**src/rtl/mem_arb_pkg.sv**
```systemverilog
// Shared types and constants for the CPU/VGA memory-port arbiter.
// The I/O window bounds are only consulted when MEM_ARB_IO_PROTECT_EN is defined.
package mem_arb_pkg;

    typedef enum logic [1:0] {
        IDLE,
        ISSUE,
        RETURN
    } state_e;

    typedef enum logic {
        OWN_CPU,
        OWN_VGA
    } owner_e;

    localparam int unsigned IO_LO = 529;
    localparam int unsigned IO_HI = 539;

    function automatic logic is_io_addr(input int unsigned adr);
        return (adr >= IO_LO) && (adr <= IO_HI);
    endfunction

endpackage

```
**src/rtl/mem_port_arbiter_if.sv**
```systemverilog
// Request/grant/data bundle between the CPU, the VGA reader, the shared memory
// port and the arbiter. The arbiter takes the slave view, its environment the master view.
interface mem_port_arbiter_if #(
    parameter int WIDTH         = 16,
    parameter int RAM_ADDR_BITS = 10
);
    logic                     cpu_req;
    logic                     cpu_we;
    logic [RAM_ADDR_BITS-1:0] cpu_adr;
    logic [WIDTH-1:0]         cpu_wdata;
    logic                     cpu_ack;
    logic [WIDTH-1:0]         cpu_rdata;
    logic                     cpu_rvalid;

    logic                     vga_req;
    logic [RAM_ADDR_BITS-1:0] vga_adr;
    logic                     vga_ack;
    logic [WIDTH-1:0]         vga_rdata;
    logic                     vga_rvalid;

    logic                     mem_en;
    logic                     mem_write;
    logic                     mem_read;
    logic [RAM_ADDR_BITS-1:0] mem_adr;
    logic [WIDTH-1:0]         mem_wdata;
    logic [WIDTH-1:0]         mem_rdata;
    logic                     wr_blocked;

    modport slave (
        input  cpu_req, cpu_we, cpu_adr, cpu_wdata, vga_req, vga_adr, mem_rdata,
        output cpu_ack, cpu_rdata, cpu_rvalid, vga_ack, vga_rdata, vga_rvalid,
        output mem_en, mem_write, mem_read, mem_adr, mem_wdata, wr_blocked
    );

    modport master (
        output cpu_req, cpu_we, cpu_adr, cpu_wdata, vga_req, vga_adr, mem_rdata,
        input  cpu_ack, cpu_rdata, cpu_rvalid, vga_ack, vga_rdata, vga_rvalid,
        input  mem_en, mem_write, mem_read, mem_adr, mem_wdata, wr_blocked
    );
endinterface

```
**src/rtl/mem_arb_starve_ctr.sv**
```systemverilog
// Saturating count of arbitrations the VGA requester has lost; at_max grants it
// forced priority on the next arbitration.
module mem_arb_starve_ctr #(
    parameter int MAX_WAIT = 4
) (
    input  logic clk,
    input  logic rst,
    input  logic inc,
    input  logic clr,
    output logic at_max
);
    localparam int CW = (MAX_WAIT < 2) ? 1 : $clog2(MAX_WAIT + 1);
    localparam logic [CW-1:0] MAX_CNT = CW'(MAX_WAIT);

    logic [CW-1:0] cnt_q, cnt_d;

    always_comb begin
        cnt_d = cnt_q;
        if (clr) begin
            cnt_d = '0;
        end else if (inc && (cnt_q != MAX_CNT)) begin
            cnt_d = cnt_q + 1'b1;
        end
    end

    // NOTE: sequential state uses non-blocking assignment so every register samples pre-edge values.
    always_ff @(posedge clk) begin
        if (rst) begin
            cnt_q <= '0;
        end else begin
            cnt_q <= cnt_d;
        end
    end

    assign at_max = (cnt_q == MAX_CNT);

endmodule

```
**src/rtl/mem_port_arbiter.sv**
```systemverilog
// Two-requester arbiter (CPU read/write, VGA read-only) for one synchronous memory port.
// Optional MEM_ARB_IO_PROTECT_EN suppresses CPU writes to the hardware-owned I/O words.
module mem_port_arbiter
    import mem_arb_pkg::*;
#(
    parameter int WIDTH         = 16,
    parameter int RAM_ADDR_BITS = 10,
    parameter int MAX_WAIT      = 4
) (
    input  logic               clk,
    input  logic               rst,
    mem_port_arbiter_if.slave  io
);
    state_e                   state_q, state_d;
    owner_e                   owner_q, owner_d;
    logic [RAM_ADDR_BITS-1:0] mem_adr_q, mem_adr_d;
    logic [WIDTH-1:0]         mem_wdata_q, mem_wdata_d;
    logic                     mem_en_q, mem_en_d;
    logic                     mem_write_q, mem_write_d;
    logic                     mem_read_q, mem_read_d;
    logic                     cpu_ack_q, cpu_ack_d;
    logic                     vga_ack_q, vga_ack_d;
    logic                     cpu_rvalid_q, cpu_rvalid_d;
    logic                     vga_rvalid_q, vga_rvalid_d;
    logic [WIDTH-1:0]         cpu_rdata_q, cpu_rdata_d;
    logic [WIDTH-1:0]         vga_rdata_q, vga_rdata_d;

    logic any_req, vga_win, blk_hit, at_max, in_idle;

    assign in_idle = (state_q == IDLE);
    assign any_req = io.cpu_req | io.vga_req;
    assign vga_win = io.vga_req & (~io.cpu_req | at_max);

    mem_arb_starve_ctr #(.MAX_WAIT(MAX_WAIT)) u_starve (
        .clk    (clk),
        .rst    (rst),
        .inc    (in_idle & io.vga_req & ~vga_win),
        .clr    (in_idle & (~io.vga_req | vga_win)),
        .at_max (at_max)
    );

`ifdef MEM_ARB_IO_PROTECT_EN
    logic wr_blocked_q;

    assign blk_hit = io.cpu_req & ~vga_win & io.cpu_we & is_io_addr(32'(io.cpu_adr));

    always_ff @(posedge clk) begin
        if (rst) begin
            wr_blocked_q <= 1'b0;
        end else begin
            wr_blocked_q <= in_idle & blk_hit;
        end
    end

    assign io.wr_blocked = wr_blocked_q;
`else
    assign blk_hit       = 1'b0;
    assign io.wr_blocked = 1'b0;
`endif

    // NOTE: every output of this block gets a default first, so no path can infer a latch.
    always_comb begin
        state_d      = state_q;
        owner_d      = owner_q;
        mem_adr_d    = mem_adr_q;
        mem_wdata_d  = mem_wdata_q;
        mem_en_d     = 1'b0;
        mem_write_d  = 1'b0;
        mem_read_d   = 1'b0;
        cpu_ack_d    = 1'b0;
        vga_ack_d    = 1'b0;
        cpu_rvalid_d = 1'b0;
        vga_rvalid_d = 1'b0;
        cpu_rdata_d  = cpu_rdata_q;
        vga_rdata_d  = vga_rdata_q;

        unique case (state_q)
            IDLE: begin
                if (any_req) begin
                    state_d = ISSUE;
                    if (vga_win) begin
                        owner_d    = OWN_VGA;
                        mem_adr_d  = io.vga_adr;
                        mem_en_d   = 1'b1;
                        mem_read_d = 1'b1;
                        vga_ack_d  = 1'b1;
                    end else begin
                        owner_d     = OWN_CPU;
                        mem_adr_d   = io.cpu_adr;
                        mem_wdata_d = io.cpu_wdata;
                        mem_en_d    = ~blk_hit;
                        mem_write_d = io.cpu_we & ~blk_hit;
                        mem_read_d  = ~io.cpu_we;
                        cpu_ack_d   = 1'b1;
                    end
                end
            end
            ISSUE: begin
                // Only reads wait for data; writes (blocked or not) are done.
                state_d = mem_read_q ? RETURN : IDLE;
            end
            RETURN: begin
                state_d = IDLE;
                if (owner_q == OWN_CPU) begin
                    cpu_rdata_d  = io.mem_rdata;
                    cpu_rvalid_d = 1'b1;
                end else begin
                    vga_rdata_d  = io.mem_rdata;
                    vga_rvalid_d = 1'b1;
                end
            end
            default: state_d = IDLE;
        endcase
    end

    always_ff @(posedge clk) begin
        if (rst) begin
            state_q      <= IDLE;
            owner_q      <= OWN_CPU;
            mem_adr_q    <= '0;
            mem_wdata_q  <= '0;
            mem_en_q     <= 1'b0;
            mem_write_q  <= 1'b0;
            mem_read_q   <= 1'b0;
            cpu_ack_q    <= 1'b0;
            vga_ack_q    <= 1'b0;
            cpu_rvalid_q <= 1'b0;
            vga_rvalid_q <= 1'b0;
            cpu_rdata_q  <= '0;
            vga_rdata_q  <= '0;
        end else begin
            state_q      <= state_d;
            owner_q      <= owner_d;
            mem_adr_q    <= mem_adr_d;
            mem_wdata_q  <= mem_wdata_d;
            mem_en_q     <= mem_en_d;
            mem_write_q  <= mem_write_d;
            mem_read_q   <= mem_read_d;
            cpu_ack_q    <= cpu_ack_d;
            vga_ack_q    <= vga_ack_d;
            cpu_rvalid_q <= cpu_rvalid_d;
            vga_rvalid_q <= vga_rvalid_d;
            cpu_rdata_q  <= cpu_rdata_d;
            vga_rdata_q  <= vga_rdata_d;
        end
    end

    assign io.mem_en     = mem_en_q;
    assign io.mem_write  = mem_write_q;
    assign io.mem_read   = mem_read_q;
    assign io.mem_adr    = mem_adr_q;
    assign io.mem_wdata  = mem_wdata_q;
    assign io.cpu_ack    = cpu_ack_q;
    assign io.vga_ack    = vga_ack_q;
    assign io.cpu_rvalid = cpu_rvalid_q;
    assign io.vga_rvalid = vga_rvalid_q;
    assign io.cpu_rdata  = cpu_rdata_q;
    assign io.vga_rdata  = vga_rdata_q;

endmodule

```
**src/flat_wrapper.sv**
```systemverilog
// flat-port wrapper written by rule: the top's interface ports become plain ports
module mem_port_arbiter_flat import mem_arb_pkg::*;
#(
    parameter int WIDTH         = 16,
    parameter int RAM_ADDR_BITS = 10,
    parameter int MAX_WAIT      = 4
)
  (clk, rst, io_cpu_req, io_cpu_we, io_cpu_adr, io_cpu_wdata, io_vga_req, io_vga_adr, io_mem_rdata, io_cpu_ack, io_cpu_rdata, io_cpu_rvalid, io_vga_ack, io_vga_rdata, io_vga_rvalid, io_mem_en, io_mem_write, io_mem_read, io_mem_adr, io_mem_wdata, io_wr_blocked);
  mem_port_arbiter_if #(.WIDTH(WIDTH), .RAM_ADDR_BITS(RAM_ADDR_BITS)) io_i ();
  input  logic clk;
  input  logic rst;
  input wire logic [$bits(io_i.cpu_req)-1:0] io_cpu_req;
  input wire logic [$bits(io_i.cpu_we)-1:0] io_cpu_we;
  input wire logic [$bits(io_i.cpu_adr)-1:0] io_cpu_adr;
  input wire logic [$bits(io_i.cpu_wdata)-1:0] io_cpu_wdata;
  input wire logic [$bits(io_i.vga_req)-1:0] io_vga_req;
  input wire logic [$bits(io_i.vga_adr)-1:0] io_vga_adr;
  input wire logic [$bits(io_i.mem_rdata)-1:0] io_mem_rdata;
  output wire logic [$bits(io_i.cpu_ack)-1:0] io_cpu_ack;
  output wire logic [$bits(io_i.cpu_rdata)-1:0] io_cpu_rdata;
  output wire logic [$bits(io_i.cpu_rvalid)-1:0] io_cpu_rvalid;
  output wire logic [$bits(io_i.vga_ack)-1:0] io_vga_ack;
  output wire logic [$bits(io_i.vga_rdata)-1:0] io_vga_rdata;
  output wire logic [$bits(io_i.vga_rvalid)-1:0] io_vga_rvalid;
  output wire logic [$bits(io_i.mem_en)-1:0] io_mem_en;
  output wire logic [$bits(io_i.mem_write)-1:0] io_mem_write;
  output wire logic [$bits(io_i.mem_read)-1:0] io_mem_read;
  output wire logic [$bits(io_i.mem_adr)-1:0] io_mem_adr;
  output wire logic [$bits(io_i.mem_wdata)-1:0] io_mem_wdata;
  output wire logic [$bits(io_i.wr_blocked)-1:0] io_wr_blocked;
  assign io_i.cpu_req = io_cpu_req;
  assign io_i.cpu_we = io_cpu_we;
  assign io_i.cpu_adr = io_cpu_adr;
  assign io_i.cpu_wdata = io_cpu_wdata;
  assign io_i.vga_req = io_vga_req;
  assign io_i.vga_adr = io_vga_adr;
  assign io_i.mem_rdata = io_mem_rdata;
  assign io_cpu_ack = io_i.cpu_ack;
  assign io_cpu_rdata = io_i.cpu_rdata;
  assign io_cpu_rvalid = io_i.cpu_rvalid;
  assign io_vga_ack = io_i.vga_ack;
  assign io_vga_rdata = io_i.vga_rdata;
  assign io_vga_rvalid = io_i.vga_rvalid;
  assign io_mem_en = io_i.mem_en;
  assign io_mem_write = io_i.mem_write;
  assign io_mem_read = io_i.mem_read;
  assign io_mem_adr = io_i.mem_adr;
  assign io_mem_wdata = io_i.mem_wdata;
  assign io_wr_blocked = io_i.wr_blocked;
  mem_port_arbiter #(.WIDTH(WIDTH), .RAM_ADDR_BITS(RAM_ADDR_BITS), .MAX_WAIT(MAX_WAIT)) u_core (.clk(clk), .rst(rst), .io(io_i));
endmodule
```
**config.mk**
```make
export PLATFORM = sky130hd
export DESIGN_NAME = mem_port_arbiter_flat
export DESIGN_NICKNAME = d
export VERILOG_FILES = /design/src/rtl/mem_arb_pkg.sv /design/src/rtl/mem_port_arbiter_if.sv /design/src/rtl/mem_arb_starve_ctr.sv /design/src/rtl/mem_port_arbiter.sv /design/src/flat_wrapper.sv
export SDC_FILE = /design/constraint.sdc
export NUM_CORES = 1
export LEC_CHECK = 0
export ABC_AREA = 1
export CAP_MARGIN = 10
export CORE_ASPECT_RATIO = 0.75
export CORE_MARGIN = 1
export CORE_UTILIZATION = 38
export CTS_BUF_LIST = sky130_fd_sc_hd__clkbuf_2 sky130_fd_sc_hd__clkbuf_4 sky130_fd_sc_hd__clkbuf_8
export DETAILED_ROUTE_END_ITERATION = 6
export PLACE_DENSITY = 0.79
export SYNTH_ARGS = -nofsm -noshare
export SYNTH_HDL_FRONTEND = slang
export SYNTH_SLANG_ARGS = --single-unit
export TNS_END_PERCENT = 30
```
**constraint.sdc**
```tcl
create_clock -name clk -period 1.25 [get_ports clk]
set_input_delay 0.25 -clock clk [delete_from_list [all_inputs] [get_ports clk]]
set_output_delay 0.25 -clock clk [all_outputs]
set_load 0.05 [all_outputs]
```
==> results.md, run 1 <==
- Status: finished with violations
- Failing checks: setup timing
- FILL cells: 451
- Skew final: 13.34 ps
- Setup_tns: -663.9 ps
- Max-cap viol count: 0
- Pleak: 2.140 nW
- Mapped Area: 2699 sq um
- Chip height: 74.99 um
- Critical path class: reg2reg
- Placer Congestion: 0.7922
- Hold path endpoint: u_core.state_q[1]
- Drt total wl: 7.828 mm
- Non-Filler Instances: 579
- Number of diodes: 0
- Standard-cell row count: 26
- Arrival time at the worst endpoint: 1560 ps
- Number of global-route vias before repair: 2672
- Largest family of logic cells by synthesized area: simple AND/OR/NAND/NOR gates
- Peak Freq: 756.4 MHz
- Fraction of registers with async set/reset: 0%
- Commonest cells post-synth: dfxtp_1 (71), nor2_1 (58), inv_1 (50), o21ai_0 (50), a21oi_1 (36)
- Worst-Skew Late Latency: 340 ps
- Hold_sp: u_core.io.mem_read
- Global-route wire length before repair: 12.10 mm
- Die width: 99.31 um
- Initial drt markers: 85
- Critical R2R Capture: u_core.io.mem_wdata[13]
- Seq/Total Area, Yosys: 52.67%
- Fin. max-slew vios: 0
- TritonCTS clock tree: yes
- Inst Count DP: 561
- GR Util All Layers: 21.06%
- CP Launch Point: u_core.u_starve.cnt_q[0]
- Ys flop type: dfxtp_1
- Post-DR vias/cell: 4.801
- DR WL/cell: 13.52 um
- Pwr per Cell Area: 1132 nW/um^2
- Post-Place Worst Slack: -360.7 ps
- Die footprint: 7447 sq um
- Drt pass-1 iters: 4
- Fraction of synthesized cell area in xor and xnor cells: 0.3245%
- Starting Density: 39.51%
- Residual DRC: 0
- Fin crit share: 105.8%
- Top post-synthesis cells by area: dfxtp_1 (53%), o21ai_0 (9.3%), nor2_1 (8.1%), inv_1 (7.0%), a21oi_1 (6.7%)
- Hold crit path type: reg2reg
- Synth Area in Compound Gates: 16.13%
- # clock sinks: 71
- Largest net degree at the start of global routing: 37
- H-Tree Depth: 3
- Cell count after synthesis: 350
- Core Area: 6832 sq um
- Vias: 2780
- Post-synth EDFFs: 0
- Mux contribution to synthesized area: 0%
- CTS buffer count: 9
- Number of buffers added on ports: 121
- Top Ports: 123
- Setup ws final: -72.03 ps
- Simple-Gate Fraction of Synth Area: 18.68%
- Share of cells above drive strength 1: 29.49%
- Critical-path cell list: inv_2 -> ha_4 -> nand2_4 -> nand2_4 -> nand2_4 -> nand2_8 -> buf_8 -> o21ai_4 -> nor2_2
- Root Buffer: clkbuf_8
- Mean Syn Cell Area: 7.711 sq um
- DRT antenna net count: 0
- Most common cell in the synthesized netlist: dfxtp_1
- Clock tree buffer depth: 2
- Unrepaired setup endpoints after global routing: yes
- CP endpoint kind: register
- Nets: 549
- Hold Fails Final Rpt: 0
- Final setup viols: 22
- Area growth syn-to-layout: 92.35%
- Worst path required time: 1480 ps
- Post-Synth Adder-Cell Area: 0.9272%
- Reg2reg setup slack: -70 ps
- Synthesized Nets: 409
- CTS clk-pin slew, worst paths: 80 ps
- Post-DP HPWL: 5.764 mm
- Hold path depth: 2
- FF-to-FF path depth: 9
- Worst reg2reg path startpoint: u_core.u_starve.cnt_q[0]
- Yosys warning total: 0
- Cell variety after synth: 23
- Area leader, netlist: dfxtp_1
- GRT Residual Overflow: 0
- Critical Path Fanout Max: 8
- Initial antenna violation count: 0
- CP max-delay cell: dfxtp_2
- Setup crit start kind: register
- CP most frequent cell: nand2_4
- Post-route minimum period: 1322 ps
- VDD IR-drop max: 0.7359 mV
- Pwr Total: 5.877 mW
- Area share of the largest cell type after synthesis: 52.67%
- CP peak stage delay: 350 ps
- Post-synthesis register bit count: 71
area by class of cell:
type / count / area [sq um] / share of cell area [%]
clock buffer: 11 / 145.1 / 2.796
clock inverter: 5 / 57.56 / 1.109
inverter: 51 / 193.9 / 3.736
multi-input combinational: 208 / 1129 / 21.74
sequential: 71 / 1425 / 27.45
tap: 84 / 105.1 / 2.025
timing repair buffer: 149 / 2136 / 41.14
state kept, by name, summed over array words and instances, names as in the netlist:
| signal | count |
|---|---|
| u_core.io.mem_adr | 10 |
| u_core.io.cpu_rvalid | 1 |
| u_core.io.cpu_ack | 1 |
| u_core.io.vga_rdata | 16 |
| u_core.io.mem_read | 1 |
| u_core.io.mem_write | 1 |
| u_core.owner_q | 1 |
| u_core.io.vga_rvalid | 1 |
| u_core.io.cpu_rdata | 16 |
| u_core.io.mem_en | 1 |
| u_core.u_starve.cnt_q | 3 |
| u_core.state_q | 2 |
| u_core.io.mem_wdata | 16 |
| u_core.io.vga_ack | 1 |
power by group:
part           switching (mW)  internal [mW]  leakage, nW  total [mW]
Combinational           0.765          0.757         1.45        1.52
Sequential              0.115           2.37        0.581        2.49
Clock                   0.866          0.999        0.107        1.86
Total                    1.75           4.13         2.14        5.88
cells in the final DEF (no fill, tap or decap), drive strengths merged:
cell,instances
conb,1
xor2,1
clkbuf,11
nand2,34
a21oi,36
nand3,11
nor3b,1
nand4,10
ha,2
buf,93
nor2,59
nand3b,1
dfxtp,71
bufinv,1
o21ai,51
inv,51
nor3,1
clkinv,4
clkdlybuf4s50,56
stage by stage:
step / cell area, sq um / util, % / hold slack [ps]
final: 5191 / 75.99 / 467.1
after global routing: 5191 / 75.99 / 494.5
after CTS: 5086 / 74.45 / 477.6
after detailed placement: 4817 / 70.51 / 471.7
after global placement: 4817 / 70.51 / 466.4
after floorplan: 2724 / - / 325.9
what timing repair did:
item / CTS / global route
setup endpoints to repair: 23 / 38
pin swaps: 9 / 9
resized for setup: 17 / 32
hold buffers: 0 / 0
setup buffers: 1 / 1
cells by family (layout without fill, tap and decap cells):
family / Yosys count / in the layout
xor gates and xnor gates: 1 / 1
buffers and inverters: 71 / 216
AOI/OAI and AO/OA: 87 / 87
and+or+nand+nor: 117 / 117
adders and majority gates: 2 / 2
DFF: 71 / 71
other: 1 / 1
metal layers:
layer | routed length (um) | global-route usage, % | up-vias | part of all wire, %
li1 | - | - | 1389 | -
met1 | 3177 | 23.80 | 1293 | 41
met2 | 4095 | 38.97 | 83 | 52
met3 | 421 | 6.035 | 15 | 5.4
met4 | 134 | 7.190 | 0 | 1.7
met5 | 0 | 0 | - | 0
worst max-delay path by stage:
stage                         endpoint  slack [ps]  depth (start not counted)
2_1_floorplan   u_core.io.mem_wdata[0]          -5                          9
3_3_place_gp    u_core.io.mem_wdata[0]        -310                          7
3_5_place_dp    u_core.io.mem_wdata[0]        -360                          7
4_1_cts           u_core.io.mem_adr[1]         -20                         10
5_1_grt        u_core.io.mem_wdata[13]        -110                          9
6_report       u_core.io.mem_wdata[13]         -70                          9
critical path: cells and delay by family, from the launching register on:
kind / cells / cell delay [ps]
AO/OA/AOI/OAI: 1 / 130
buffers and inverters: 2 / 210
AND/OR/NAND/NOR: 5 / 380
flip-flops: 1 / 350
adder cells (fa/ha/maj): 1 / 160
No activity file was read; power rests on OpenSTA's default activity.
==> inputs of run 2 (changes only) <==
- CORE_MARGIN: 1 -> not set
==> results of run 2 <==
Same layout as run 1: the final DEF is identical, and so are final timing and power.
==> inputs of run 3 (changes only) <==
- PLACE_DENSITY: 0.79 -> 0.88
==> results.md, run 3 (synthesis results as in run 1) <==
- Status: finished with violations
- Failing checks: setup timing
- Critical path class: reg2reg
- Die footprint: 7447 sq um
- Post-Place Cell Area: 4760 sq um
- Commonest non-fill, non-tap cell in the layout: dfxtp_1
- Hold path endpoint: u_core.io.cpu_rdata[4]
- Switching Power: 1.854 mW
- Post-DP HPWL: 5.916 mm
- Design area: 5214 sq um
- FILL cells: 441
- Initial antenna violation count: 0
- CP peak stage delay: 340 ps
- Number of global-route vias before repair: 2741
- Post-DR vias/cell: 5.000
- Die width: 99.31 um
- Setup_tns: -1176 ps
- Most frequent cells in the layout: dfxtp_1 (69), buf_12 (68), clkdlybuf4s50_1 (55)
- Worst path required time: 1510 ps
- Post-route minimum period: 1390 ps
- GRT Residual Overflow: 0
- Core Area: 6832 sq um
- Skew final: 12.85 ps
- Placer Congestion: 0.7771
- Unrepaired setup endpoints after global routing: yes
- Largest net degree at the start of global routing: 34
- Fin crit share: 111.2%
- DRT antenna net count: 0
- CP bufs+invs: 1
- Area growth syn-to-layout: 93.18%
- Critical-path cell list: inv_2 -> ha_4 -> nand2_4 -> nand2_4 -> nand2_8 -> nand2_8 -> nor2_2 -> nor2_1 -> nor2_1
- Worst reg2reg path startpoint: u_core.u_starve.cnt_q[1]
- Sequential Power Share: 42.9%
- Hold Fails Final Rpt: 0
- Post-CTS Hold Buffers: 0
- CP endpoint kind: register
- Max-cap viol count: 0
- VDD IR-drop max: 0.6462 mV
- Fin. max-slew vios: 0
- Setup crit start kind: register
- Critical R2R Capture: u_core.io.mem_adr[0]
- Hold path depth: 2
- FF-to-FF path depth: 9
- TritonCTS clock tree: yes
- Starting Density: 39.51%
- Worst-Skew Late Latency: 350 ps
- Root Buffer: clkbuf_8
- CTS clk-pin slew, worst paths: 80 ps
- Global-route wire length before repair: 12.90 mm
- Pwr per Cell Area: 1117 nW/um^2
- Drt pass-1 iters: 4
- DR WL/cell: 15.27 um
- Drt total wl: 8.828 mm
- GR Util All Layers: 22.41%
- Switching Fraction: 31.83%
- Number of buffers added on ports: 121
- Initial drt markers: 98
- Share of cells above drive strength 1: 29.76%
- Combinational fraction of design power: 26.9%
- H-Tree Depth: 3
- Chip height: 74.99 um
- CP delay by family, top: simple AND/OR/NAND/NOR gates
- Nets: 548
- Clk pwr share: 30.2%
- Arrival time at the worst endpoint: 1650 ps
- Pwr Total: 5.825 mW
- Number of diodes: 0
- Standard-cell row count: 26
- Setup ws final: -140.3 ps
- Hold_sp: u_core.io.cpu_rdata[4]
- Final setup viols: 28
- Residual DRC: 0
- Pleak: 2.140 nW
- Worst hold slack: 483.1 ps
- Top Ports: 123
- Vias: 2890
- Internal: 3.971 mW
- # clock sinks: 71
- Reg2reg setup slack: -140 ps
- Hold crit path type: reg2reg
- Critical Path Fanout Max: 7
- CP max-delay cell: dfxtp_2
- Peak Freq: 719.3 MHz
- Clock tree buffer depth: 2
- CTS buffer count: 9
[run 3: changes by cell type in the layout (fill, tap and decap cells not counted), moves of 3 or more]
cell | before | now
buf_6 | 5 | 1
o21ai_2 | 10 | 3
o21ai_0 | 26 | 19
nand3_1 | 10 | 6
o21ai_1 | 14 | 28
nor2_2 | 5 | 8
nand3_2 | 1 | 5
nor2_1 | 49 | 45
clkinvlp_4 | 0 | 3
[run 3: power by group through the flow]
stage | Clock [mW] | Combinational (mW) | Sequential, mW
2_1_floorplan | 0 | 0.341 | 2.83
3_3_place_gp | 0 | 1.35 | 2.54
3_5_place_dp | 0 | 1.39 | 2.54
4_1_cts | 1.79 | 1.42 | 2.49
5_1_grt | 1.90 | 1.65 | 2.51
6_report | 1.76 | 1.57 | 2.50
[run 3: worst max-delay path by stage]
| stage | start | to | slack [ps] | cells after the start |
|---|---|---|---|---|
| floorplan | u_core.u_starve.cnt_q[0] | u_core.io.mem_wdata[0] | -5 | 9 |
| global placement | io_vga_req | u_core.io.mem_wdata[3] | -360 | 7 |
| detailed placement | io_cpu_req | u_core.io.mem_wdata[3] | -420 | 7 |
| CTS | u_core.u_starve.cnt_q[1] | u_core.u_starve.cnt_q[0] | -30 | 8 |
| global route | u_core.u_starve.cnt_q[1] | u_core.io.mem_adr[0] | -160 | 9 |
| finish | u_core.u_starve.cnt_q[1] | u_core.io.mem_adr[0] | -140 | 9 |
[run 3: routing by layer]
layer / global-route usage (%) / up-vias / part of all wire (%)
met3: 7.057 / 20 / 6.0
met5: 0 / - / 0
met1: 25.68 / 1358 / 40
met4: 6.699 / 0 / 2.2
li1: - / 1402 / -
met2: 40.90 / 110 / 52
[run 3: cell type report]
class / count / area [sq um] / share of cell area (%)
Clock buffer: 11 / 151.4 / 2.904
Inverter: 51 / 198.9 / 3.816
Sequential cell: 71 / 1424 / 27.31
Tap cell: 84 / 105.1 / 2.016
Clock inverter: 5 / 40.04 / 0.7679
Timing Repair inverter: 1 / 16.27 / 0.3120
Timing Repair Buffer: 145 / 2093 / 40.15
Multi-Input combinational cell: 210 / 1185 / 22.73
[run 3: through the flow]
| step | util (%) | setup WS (ps) | instances |
|---|---|---|---|
| after floorplan | - | -5.387 | 350 |
| after global placement | 69.67 | -359.8 | 555 |
| after detailed placement | 69.67 | -421.8 | 555 |
| after CTS | 73.13 | -28.60 | 572 |
| after global routing | 76.32 | -160.1 | 578 |
| final | 76.32 | -140.3 | 578 |
[run 3: what timing repair did]
item                                    CTS  global route
gates resized for setup                  11            53
cloned                                    1             2
pin swaps                                 4            14
endpoints found under the setup margin   26            47
buffers inserted                          0             4
[run 3: worst register-to-register path: stages (launching register included)]
cell	delay [ps]
dfxtp_2	340
inv_2	50
ha_4	160
nand2_4	60
nand2_4	70
nand2_8	150
nand2_8	120
nor2_2	130
nor2_1	70
nor2_1	150
==> variant 1 (settings of run 1) <==
The 3 states of `state_e` get a one-hot encoding in 3 bits.
--- a/src/rtl/mem_arb_pkg.sv
+++ b/src/rtl/mem_arb_pkg.sv
@@ -2,10 +2,10 @@
 // The I/O window bounds are only consulted when MEM_ARB_IO_PROTECT_EN is defined.
 package mem_arb_pkg;
 
-    typedef enum logic [1:0] {
-        IDLE,
-        ISSUE,
-        RETURN
+    typedef enum logic [2:0] {
+        IDLE   = 3'b001,
+        ISSUE  = 3'b010,
+        RETURN = 3'b100
     } state_e;
 
     typedef enum logic {
Check against the original RTL: same outputs for any inputs over 10 cycles, from zero or initial values and one cycle with rst high; not proved beyond that.
==> variant 1 against run 1 <==
The flow still finishes with violations (setup timing). Routed wire length fell by 0.47%. Largest cell class unchanged. Final area up 0.48%. Synthesized cell count shrank 1.4%. Largest power group unchanged. Power up 4.1%. Area after synthesis rose by 0.60%. Setup slack got worse by 0.030 ns. Critical endpoint is now u_core.io.mem_wdata[5]$_SDFFE_PP0P_. Sequential cell count is 1 higher. Sequential power increased by 2%.
==> variant 1: results (changes against run 1) <==
- Arrival time at the worst endpoint: 1.57 ns
- The fraction of the yosys area taken by sequential cells is 0.5309 (+0.004218).
- The post-synthesis instance total is 345 (-1.4%).
- Number of cells in the finished layout apart from fillers: 589 (+1.7%)
* Global-route usage over all layers: 0.1979 (-0.01271)
- Top cells by area, synth: sky130_fd_sc_hd__dfxtp_1, sky130_fd_sc_hd__a21oi_1, sky130_fd_sc_hd__nand2_1, sky130_fd_sc_hd__o21ai_0, sky130_fd_sc_hd__inv_1
- The clock tree buffer depth came to 2 (unchanged).
- Status: complete, but fails checks
* Gp weighted congestion: 0.7874 (-0.61%)
- Clock group total power: 1.97 mW (+6%)
* Cell count of the worst reg-to-reg path: 10 (+1)
- Number of levels in the clock H-tree: 3 (unchanged)
- The number of nets at the end of the flow is 546 (-0.55%).
* Syn Nets: 404 (-1.2%)
* Tightest Hold Check Type: in2reg
- Hold Path Stages: 3 (+1)
* Maximum resistive drop on vdd: 872.1 µV (+19%)
- The HPWL reported at the end of detailed placement came to 5620 µm (-2.5%).
- Number of endpoints failing setup at the final stage: 30 (+36%)
- The delay contributed by the slowest stage of the critical path is 0.33 ns (-0.02 ns).
* Violations in the final reports: setup timing
* Distinct cell type count of the synthesized netlist: 26 (+13%)
* Sum of routed wire length over all layers: 7791 µm (-0.47%)
* Launch point of the worst hold path: io_cpu_adr[0]
* Internal power: 4.333 mW (+4.9%)
* Ranking of synthesized cells by instance count: sky130_fd_sc_hd__dfxtp_1, sky130_fd_sc_hd__nand2_1, sky130_fd_sc_hd__a21oi_1, sky130_fd_sc_hd__inv_1
- Maximum fanout along the worst path: 8 (unchanged)
- Final worst slack: -0.1018 ns (-0.02980 ns)
- Synth warn: 0 (unchanged)
- Worst hold endpoint: u_core.io.mem_adr[0]$_SDFFE_PP0P_
* Total Negative Setup Slacks: -2.114 ns (-1.450 ns)
- The placed cell count came to 565 (+0.71%).
- The first-pass GRT wire length is 11360 µm (-6.1%).
* Fraction of final layout cells sized beyond drive strength 1: 0.2851 (-0.009817)
- The leakage dissipation is 2.102 nW (-1.8%).
* Clock skew: 0.01035 ns (-0.002996 ns)
* Number of buffers added by the clock tree synthesis step: 9 (unchanged)
* Seq pwr share: 0.416 (-0.008)
- The via count of the first global-routing pass is 2478 (-7.3%).
- The later-pin clock latency in the skew report was 0.34 ns (about the same).
- Violation count after the first detailed-routing iteration: 84 (-1.2%)
- Largest net degree at the start of global routing: 34 (-8.1%)
- Post-DR vias/cell: 4.593 (-4.3%)
- Fill cell total of the finished layout: 465 (+3.1%)
- Crit path max-delay family: simple AND/OR/NAND/NOR gates
- The power attributed to sequential cells was 2.55 mW (+2%).
- The critical path ends at u_core.io.mem_wdata[5]$_SDFFE_PP0P_.
==> variant 1: cell count changes after synthesis, moves of 3 or more <==
cell	delta
sky130_fd_sc_hd__o21ai_1	+9
sky130_fd_sc_hd__o21ai_0	-11
sky130_fd_sc_hd__nand4_1	-10
sky130_fd_sc_hd__nand3_1	+3
sky130_fd_sc_hd__clkbuf_1	-4
sky130_fd_sc_hd__nor2_1	-19
sky130_fd_sc_hd__inv_1	-10
sky130_fd_sc_hd__a21oi_1	+7
sky130_fd_sc_hd__nand2_1	+21
==> variant 1: layout make-up <==
| cell class | instances | area share |
|---|---|---|
| inverter | 44 | 0.03406 |
| timing repair inverter | 1 | 0.001679 |
| sequential | 72 | 0.2768 |
| tap | 98 | 0.02351 |
| timing repair buffer | 145 | 0.4020 |
| multi-input combinational | 214 | 0.2209 |
| clock buffer | 10 | 0.02519 |
| clock inverter | 5 | 0.01583 |
==> variant 1: through the flow <==
stage	cell area, µm²	setup WS (ns)	hold slack [ns]
global placement	4813	-0.3645	0.4667
finish	5216	-0.1018	0.4597
global route	5216	-0.2053	0.4882
floorplan	2749	0.003446	0.3419
CTS	5029	-0.1056	0.4410
detailed placement	4813	-0.4317	0.4737
==> variant 1: routing by layer <==
metal | routed length [µm] | GRT usage
met1 | 3429 | 0.2332
met2 | 3806 | 0.3403
met3 | 529 | 0.08542
met4 | 25 | 0.04412
met5 | 0 | 0
==> variant 1: cells by family after synthesis <==
family,Yosys count,synth area share
simple gates,117,0.1954
compound gates,92,0.1696
flops,72,0.5309
buf+inv,61,0.09354
fa+ha+maj,2,0.009215
other cells,1,0.001381
==> variant 1: repair_timing <==
item                       CTS  global route
resized for setup            2            34
pin swaps                    1             7
buffers inserted             0             6
setup endpoints to repair   26            39
gates cloned                 0             3
==> variant 2 (config.mk and constraints of run 1) <==
Made on the original files. `WIDTH` is set to 16 in 3 places; all go to 14.
--- a/src/rtl/mem_port_arbiter_if.sv
+++ b/src/rtl/mem_port_arbiter_if.sv
@@ -1,7 +1,7 @@
 // Request/grant/data bundle between the CPU, the VGA reader, the shared memory
 // port and the arbiter. The arbiter takes the slave view, its environment the master view.
 interface mem_port_arbiter_if #(
-    parameter int WIDTH         = 16,
+    parameter int WIDTH         = 14,
     parameter int RAM_ADDR_BITS = 10
 );
     logic                     cpu_req;
--- a/src/rtl/mem_port_arbiter.sv
+++ b/src/rtl/mem_port_arbiter.sv
@@ -3,7 +3,7 @@
 module mem_port_arbiter
     import mem_arb_pkg::*;
 #(
-    parameter int WIDTH         = 16,
+    parameter int WIDTH         = 14,
     parameter int RAM_ADDR_BITS = 10,
     parameter int MAX_WAIT      = 4
 ) (
--- a/src/flat_wrapper.sv
+++ b/src/flat_wrapper.sv
@@ -1,7 +1,7 @@
 // flat-port wrapper written by rule: the top's interface ports become plain ports
 module mem_port_arbiter_flat import mem_arb_pkg::*;
 #(
-    parameter int WIDTH         = 16,
+    parameter int WIDTH         = 14,
     parameter int RAM_ADDR_BITS = 10,
     parameter int MAX_WAIT      = 4
 )
Ports: changed (5 resized); port bits go from 123 to 113. The function was not compared with the original's and may differ.
==> variant 2 against run 1 <==
The flow still finishes with violations (setup timing). Area after synthesis is 7.6% lower. Sequential share of layout area hardly changed. Hold slack better by 0.0023 ns. Power is 8.2% lower. Routed wire length is 11% lower. Clock skew is 0.0052 ns lower. Final area is 8.6% lower. Critical endpoint unchanged. Setup slack better by 0.014 ns. Sequential cell count is 6 lower.
==> variant 2: results (changes against run 1) <==
- Global-route usage over all layers: 0.2101 (-0.0005206)
- Reg-to-reg startpoint: u_core.u_starve.cnt_q[1]$_SDFFE_PP0P_
- The layout cell share with drive strength beyond 1 was 0.2675 (-0.02741).
* Met3 usage in global routing: 0.06709 (+0.006733)
- Status: complete, but fails checks
* DR pass1 iterations: 5 (+1)
- Largest net degree at the start of global routing: 30 (-19%)
- Maximum fanout along the worst path: 14 (+6)
- Number of global-route vias before repair: 2313 (-13%)
- Final nets: 506 (-7.8%)
* Sequential-to-total area share from yosys stat: 0.5218 (-0.004831)
* Number of endpoints failing setup at the final stage: 24 (+9.1%)
- Violation count after the first detailed-routing iteration: 73 (-14%)
- The final total negative setup slack came to -0.7339 ns (-0.07003 ns).
* Met1 capacity usage during global routing: 0.2610 (+0.02294)
- Maximum resistive drop on vdd: 646.2 µV (-12%)
- Top cells by area, synth: sky130_fd_sc_hd__dfxtp_1, sky130_fd_sc_hd__nor2_1, sky130_fd_sc_hd__o21ai_0, sky130_fd_sc_hd__a21oi_1, sky130_fd_sc_hd__inv_1
* DP HPWL: 5049 µm (-12%)
* Launch point of the worst hold path: io_cpu_adr[7]
- Clock skew: 0.008157 ns (-0.005188 ns)
- Sum of routed wire length over all layers: 6932 µm (-11%)
- Leak pwr: 1.960 nW (-8.4%)
- After synthesis, the most frequently instantiated cells are sky130_fd_sc_hd__dfxtp_1, sky130_fd_sc_hd__nor2_1, sky130_fd_sc_hd__inv_1, sky130_fd_sc_hd__o21ai_0, sky130_fd_sc_hd__nand2_1.
- Violations in the final reports: setup timing
* WL per Instance: 12.91 µm (-4.5%)
* Via count: 2539 (-8.7%)
- Placed insts: 516 (-8.0%)
* Final worst slack: -0.05797 ns (+0.01406 ns)
* Arrival time at the worst endpoint: 1.58 ns (+0.02 ns)
- After clock tree synthesis, the clock-pin slew on the worst setup and hold paths is 0.07 ns.
* Gp weighted congestion: 0.7683 (-3.0%)
- Mean instance size in the synthesized netlist: 7.603 µm² (-1.4%)
- Delay of the slowest critical-path stage: 0.34 ns
- The global routing met2 resource utilization is 0.3476 (-0.04204).
* Syn Nets: 383 (-6.4%)
* Tightest Hold Check Type: in2reg
- The first-pass GRT wire length was 11000 µm (-9.1%).
- Port buffer count: 111 (-8.3%)
* Distinct cell type count of the synthesized netlist: 23 (unchanged)
## variant 2: area by class of cell
| class | instances | area, µm² |
|---|---|---|
| tap | 81 | 101.3 |
| clock buffer | 9 | 123.9 |
| inverter | 46 | 180.2 |
| timing repair buffer | 132 | 1963 |
| multi-input combinational | 197 | 1002 |
| clock inverter | 7 | 70.07 |
| sequential | 65 | 1304 |
| fill | 461 | 1574 |
## variant 2: cells by family after synthesis
kind of cell / count (synthesis) / share of synthesized area
AO/OA/AOI/OAI: 77 / 0.1545
XOR/XNOR: 1 / 0.003513
adder cells (fa/ha/maj): 2 / 0.01003
buffers and inverters: 66 / 0.1084
flip-flops: 65 / 0.5218
other: 1 / 0.001504
AND/OR/NAND/NOR: 116 / 0.2002
## variant 2: metal layers
layer  wire [µm]  vias up
met5           0        -
met4          72        0
met3         491        6
met2        3454       92
met1        2914     1161
li1            -     1280
## variant 2: what timing repair did
action	in CTS	in global routing
gates cloned	1	1
pin swaps	11	5
endpoints found under the setup margin	26	28
gates resized for setup	12	13
buffers inserted	2	1
## variant 2: path summary, 6_finish.rpt
check	slack, ns	depth (start not counted)	end
hold reg to reg	0.47	2	u_core.owner_q$_SDFFE_PP0P_
setup / recovery	-0.06	10	u_core.io.mem_wdata[13]$_SDFFE_PP0P_
setup reg to reg	-0.06	10	u_core.io.mem_wdata[13]$_SDFFE_PP0P_
hold / removal	0.47	3	u_core.io.mem_adr[7]$_SDFFE_PP0P_
## variant 2: metrics by stage
step                      utilization  setup WS (ns)  instance area, µm²
final                          0.7509       -0.05797                4745
after global routing           0.7509        -0.1337                4745
after CTS                      0.7386       -0.07685                4667
after detailed placement       0.6951        -0.3085                4392
after global placement         0.6951        -0.2423                4392
after floorplan                     -      -0.006953                2520
## variant 2: power breakdown
part           switching [mW]  internal, mW
Sequential              0.109          2.17
Clock                   0.810         0.919
Combinational           0.682         0.701
## variant 2: worst max-delay path: cells and delay by family, from the launching register on
| family | cells | cell delay, ns |
|---|---|---|
| AND/OR/NAND/NOR | 6 | 0.47 |
| flip-flops | 1 | 0.34 |
| buffers and inverters | 3 | 0.29 |
| adder cells (fa/ha/maj) | 1 | 0.15 |
